`src/rtl/sync_bus_stabilizer.sv`:
```
// Qualifies a per-bit-synchronized bus: a value must hold for STABLE_CYCLES samples before it
// is published through a one-entry, latest-wins valid/ready holding register.
module sync_bus_stabilizer #(
  parameter int unsigned WIDTH         = 64,
  parameter int unsigned STABLE_CYCLES = 4
) (
  input  logic             dest_clk,
  input  logic             dest_rst,
  input  logic [WIDTH-1:0] din,
  output logic             out_valid,
  output logic [WIDTH-1:0] out_data,
  input  logic             out_ready,
  output logic             in_stable,
  output logic [15:0]      drop_cnt
);

  localparam logic [7:0] RunMax  = 8'(STABLE_CYCLES);
  localparam logic [7:0] RunQual = 8'(STABLE_CYCLES - 1);

  typedef enum logic {StSettling, StStable} state_e;

  state_e           r_state, w_state_next;
  logic [WIDTH-1:0] r_prev;
  logic [WIDTH-1:0] r_pub;
  logic             r_has_pub;
  logic [7:0]       r_run, w_run_next;
  logic             r_out_valid;
  logic [WIDTH-1:0] r_out_data;
  logic [15:0]      r_drop_cnt;

  logic w_change, w_qualify, w_publish, w_xfer;

  assign w_change  = (din != r_prev);
  // Run reaches STABLE_CYCLES on this edge; saturation prevents a held value requalifying.
  assign w_qualify = !w_change && (r_run == RunQual);
  assign w_publish = w_qualify && (!r_has_pub || (din != r_pub));
  assign w_xfer    = r_out_valid && out_ready;

  always_comb begin
    w_run_next = r_run;
    if (w_change) begin
      w_run_next = 8'd1;
    end else if (r_run != RunMax) begin
      w_run_next = r_run + 8'd1;
    end
  end

  always_comb begin
    w_state_next = r_state;
    unique case (r_state)
      StSettling: if (w_qualify) w_state_next = StStable;
      StStable:   if (w_change)  w_state_next = StSettling;
      default:    w_state_next = StSettling;
    endcase
  end

  always_ff @(posedge dest_clk) begin
    if (dest_rst) begin
      r_state     <= StSettling;
      r_prev      <= '0;
      r_pub       <= '0;
      r_has_pub   <= 1'b0;
      r_run       <= 8'd0;
      r_out_valid <= 1'b0;
      r_out_data  <= '0;
      r_drop_cnt  <= 16'd0;
    end else begin
      r_state <= w_state_next;
      r_prev  <= din;
      r_run   <= w_run_next;
      if (w_publish) begin
        r_pub       <= din;
        r_has_pub   <= 1'b1;
        r_out_data  <= din;
        r_out_valid <= 1'b1;
        // Overwriting an unaccepted value counts as a drop; a simultaneous transfer does not.
        if (r_out_valid && !out_ready && (r_drop_cnt != 16'hFFFF)) begin
          r_drop_cnt <= r_drop_cnt + 16'd1;
        end
      end else if (w_xfer) begin
        r_out_valid <= 1'b0;
      end
    end
  end

  assign out_valid = r_out_valid;
  assign out_data  = r_out_data;
  assign drop_cnt  = r_drop_cnt;
  assign in_stable = (r_state == StStable);

endmodule

```
`config.mk`:
```
export PLATFORM = sky130hd
export DESIGN_NAME = sync_bus_stabilizer
export DESIGN_NICKNAME = d
export VERILOG_FILES = /design/src/rtl/sync_bus_stabilizer.sv
export SDC_FILE = /design/constraint.sdc
export NUM_CORES = 1
export LEC_CHECK = 0
export ABC_AREA = 1
export CAP_MARGIN = 25
export CORE_UTILIZATION = 46
export DETAILED_ROUTE_END_ITERATION = 8
export PLACE_DENSITY_LB_ADDON = 0.2
export SETUP_SLACK_MARGIN = 0.1
export SLEW_MARGIN = 20
export SYNTH_ARGS = -nofsm -noshare
export SYNTH_HDL_FRONTEND = slang
export SYNTH_SLANG_ARGS = --single-unit
```
`constraint.sdc`:
```
create_clock -name dest_clk -period 2.07 [get_ports dest_clk]
set_input_delay 0.414 -clock dest_clk [delete_from_list [all_inputs] [get_ports dest_clk]]
set_output_delay 0.414 -clock dest_clk [all_outputs]
set_load 0.05 [all_outputs]
```
After elaboration in Yosys (flattened, before gate mapping). Index checks and enable logic that the tools add are counted.

Register bits after elaboration: 155. Word-level logic and storage cells: 36. Output and inout port bits: 82.

$add $sub $neg: 2. Bitwise operators: 1. Reductions and logical operators: 13. Mux-type cells: 7. Equality and inequality tests: 5.

Operators with widths (number): != test 64 bit (2); adder 16 x 1 -> 16 bit (second input constant) (1); != test 16 bit (second input constant) (1); adder 8 x 1 -> 8 bit (second input constant) (1); equality test 8 x 2 -> 1 bit (second input constant) (1); != test 8 x 3 -> 1 bit (second input constant) (1); two-way mux 1 bit (6); logical AND 1 bit (5); nonzero test 2 bit (2); zero test 1 bit (3); one-hot mux 1 bit (2 select lines) (1); AND reduction 2 bit (1); OR reduction 2 bit (1); logical OR 1 bit (1); NOT 1 bit (1).

Depth between registers and ports, before layout.
Word-level depth: 5. Gate-level depth with buffers: 16. Depth with buffers taken out: 14.

Worst setup path before layout. No wires, ideal clock.

Path kind: register to register. Start point: reg, netlist name out_data[30]. End point: reg r_out_valid (netlist: out_valid). Cell stages (with the launch flop): 16. Period minus slack after synthesis: 2.028 ns. Path slack: 0.042 ns. Data arrival time: 1.900 ns. Path buffers: 2. Data required time: 1.942 ns. Library setup time: 0.128 ns. Cell sequence: dfxtp_1 > inv_1 > nand2_1 > nand2_1 > nor2_1 > nand2_1 > nor2_1 > nand2_1 > nor2_1 > nand3_1 > nand2_2 > inv_2 > buf_6 > buf_6 > nor2_1 > nor2_1.

RTL lines: end signal, assigned (line 64) `r_out_valid <= 1'b0;`; end signal, assigned (line 75) `r_out_valid <= 1'b1;`; end signal, assigned (line 81) `r_out_valid <= 1'b0;`; end, declared (line 27) `logic r_out_valid;`.

Worst setup path after layout.
Start point: reg r_prev[33]. End point: reg r_drop_cnt[5] (netlist: drop_cnt[5]).

Longest elaborated chain between the ends: 5.

Ends and longest elaborated chain: start, declared (line 23) `logic [WIDTH-1:0] r_prev;`; start signal, assigned (line 69) `r_prev <= din;`; != test 64 bit (line 33) `assign w_change = (din != r_prev);`; zero test 1 bit (line 35) `assign w_qualify = !w_change && (r_run == RunQual);`; logical AND 1 bit (line 35); logical AND 1 bit (line 36) `assign w_publish = w_qualify && (!r_has_pub || (din != r_pub));`; AND reduction 2 bit (no source line); end signal, assigned (line 78) `r_drop_cnt <= r_drop_cnt + 16'd1;`; end, declared (line 29) `logic [15:0] r_drop_cnt;`.

Every way passes these cells. A chain may end at the register's enable or synchronous reset.

==> flow_summary.json <==
{
  "grt_max_degree": 66,
  "synth_nets": 1483,
  "max_freq_mhz": 458,
  "clock-root-buffer": "clkbuf_16",
  "synth-xor-area-share": 0.0223,
  "cts.path.max_buffers": 2,
  "synthAdderAreaFrac": 0.00456,
  "cp_max_fo": 7,
  "worstSetupPathType": "register to register",
  "holdPathStages": 3,
  "clk_latency_ns": 0.44,
  "mappedNetlistArea_um2": 8240,
  "area_growth_pct": 60.9,
  "yosys_register_bits": 155,
  "grt_pass1_wl_um": 44600,
  "cp.required_ns": 2.40,
  "clock-sinks": 155,
  "grt_pass1_vias": 9165,
  "crit_path_max_incr_delay_ns": 0.33,
  "setup_viol": 81,
  "hold_class": "input port to register",
  "ios": 149,
  "start_util": 0.473,
  "muxShareOfSynthArea": 0,
  "tritoncts": "yes",
  "die_w_um": 136,
  "r2r_cells": 17,
  "grt_usage": 0.316,
  "postSynthAreaPerCell_um2": 5.83,
  "routed_wl_um": 30400,
  "synthCells": 1413,
  "status": "finished with violations",
  "period_needed_ns": 2.19,
  "grt.overflow.total": 0,
  "hpwl_um": 18000,
  "core_area_um2": 17400,
  "diodes": 0,
  "ys_warn_count": 0,
  "drive_above_1_share": 0.315,
  "synth_top_area_share": 0.377,
  "irDropWorstVdd_mv": 0.622,
  "ant_nets": 0,
  "violations": "negative setup slack",
  "drc": 0,
  "p_per_area_nw_per_um2": 556,
  "dp_slack_ns": -0.643,
  "worst-slew-pin-transition_ns": 0.849,
  "endpoint_kind": "register",
  "final.fill_count": 1241,
  "cts.clk_slew.worst_paths_ns": 0.06,
  "drv_cap": 0,
  "multi_input_area_um2": 4750,
  "regArea_um2": 3250,
  "startpoint_type": "register",
  "synth-simple-area-share": 0.425,
  "fin_skew_ns": 0.0102,
  "route.detailed.wl_per_inst_um": 15.1,
  "drt_first_pass_iters": 5,
  "seq_area_frac_synth": 0.377,
  "relSlewSlack": 0.434,
  "arrival_ns": 2.52,
  "hold_violations": 0,
  "die_area_um2": 18500,
  "via_count": 10100,
  "leakagePower_nw": 6.68,
  "crit_slowest_cell": "dfxtp_1",
  "finalWorstSetupSlack_ns": -0.116,
  "fin_tns_setup_ns": -4.40,
  "synth.area.top_cells": "dfxtp_1 38%, nand2_1 22%, nor2_1 16%, inv_1 8.2%, o21ai_1 2.6%",
  "nNetsFinal": 1843,
  "synth_top_family_by_area": "simple AND/OR/NAND/NOR gates",
  "slew_violations": 0,
  "rsz0062_at_grt": "true",
  "crit_chain": "inv_1, nand2_1, nand2_1, nor2_2, nand2_1, nor2_2, nand2_2, nor2_4, nand2_2, nor2_4, buf_6, buf_8, buf_12, buf_16, nand4_1, nand2_1, nor2_1",
  "fin_crit_sh": 1.06,
  "htreeDepth": 4,
  "rows": 48,
  "power.total_mw": 7.37,
  "finalWeightedCongestion": 0.911,
  "dp.cells": 1943,
  "via_per_inst": 5.01,
  "synth-compound-area-share": 0.0428,
  "drtIter0Drc": 923,
  "yosysTopAreaCell": "dfxtp_1",
  "fin_cells": 2010,
  "antenna_found_initial": 1,
  "cp_common_cell": "nand2_1",
  "cts_made_buffers": 17,
  "yosysUniqueCellTypes": 25,
  "final_core_util": 0.761,
  "die_y_um": 136,
  "port_buffers": 148
}
-- path summary, 6_finish.rpt --
kind         slack (ns)      endpoint         start
max               -0.12   drop_cnt[5]    r_prev[33]
min                0.30  out_data[50]       din[50]
max reg2reg       -0.12   drop_cnt[5]    r_prev[33]
min reg2reg        0.49  out_data[31]  out_data[31]
-- area by class of cell --
class                      instances  share of cell area
timing repair buffer             376               0.262
inverter                         229              0.0658
clock inverter                    10              0.0126
multi-input combinational        994               0.358
tap                              225              0.0212
sequential                       155               0.245
clock buffer                      21              0.0347
-- synthesized netlist by cell type --
cell / number
nor3_1: 11
buf_1: 3
o21ai_1: 43
xor2_1: 18
or2_2: 1
inv_2: 48
o21a_1: 1
nand4_1: 21
buf_2: 10
nand3_1: 31
dfxtp_1: 155
nand2_2: 1
nor2_2: 2
ha_1: 3
a21oi_1: 4
clkbuf_1: 16
xnor2_1: 3
nand2_1: 479
o21ai_0: 22
inv_1: 181
nand3b_1: 1
and3_1: 1
buf_6: 7
nor2_1: 350
nor2_4: 1
-- placed cells by master, fill, tap and decap left out, drive strengths merged --
cell type,n
clkdlybuf4s15,7
nand3b,1
nor3,11
ha,3
nand3,31
inv,229
nand2,481
clkbuf,29
o21a,1
a21oi,4
dfxtp,155
xor2,18
o21ai,65
bufinv,4
clkinvlp,2
or2,1
buf,226
bufbuf,1
clkdlybuf4s50,1
clkinv,4
and3,1
xnor2,3
nor2,353
nand4,21
dlygate4sd2,133
-- critical path: cells and delay by family (launching register included) --
kind                   cells  cell delay, ns
and+or+nand+nor           12            1.19
buffers and inverters      5            0.57
DFF                        1            0.33
-- flip-flops by register name (all words and copies together), names as in the netlist --
register / flops
in_stable: 1
r_run: 8
out_valid: 1
out_data: 64
drop_cnt: 16
r_prev: 64
r_has_pub: 1
-- where the power goes --
group | switching [mW] | internal, mW | leakage [nW] | total [mW]
registers | 0.0353 | 3.03 | 1.31 | 3.07
clock network | 1.30 | 2.08 | 0.299 | 3.38
logic | 0.507 | 0.416 | 5.07 | 0.924
-- routing by layer --
| layer | wire, µm | track usage | vias up | part of all wire |
|---|---|---|---|---|
| met5 | 0 | 0 | - | 0 |
| met4 | 1230 | 0.155 | 0 | 0.040 |
| met3 | 2370 | 0.0585 | 100 | 0.078 |
| met2 | 14700 | 0.541 | 465 | 0.48 |
| met1 | 12200 | 0.379 | 4574 | 0.40 |
| li1 | - | - | 4926 | - |
-- cell families after synthesis --
family          Yosys count
fa+ha+maj                 3
buf+inv                 265
compound gates           70
simple gates            899
flops                   155
xor+xnor                 21
-- repair_timing --
item | 4_1_cts | 5_1_grt
hold buffers | 0 | 0
buffers inserted | 18 | 11
pin swaps | 54 | 123
resized for setup | 241 | 214
cloned | 14 | 2
endpoints found under the setup margin | 163 | 89
-- stage by stage --
step / cell area (µm²) / hold slack, ns
after CTS: 12700 / 0.393
after detailed placement: 11400 / 0.491
after floorplan: 8310 / 0.463
after global routing: 13300 / 0.318
final: 13300 / 0.300
after global placement: 11400 / 0.485
Power figures use the tool's default switching activity.
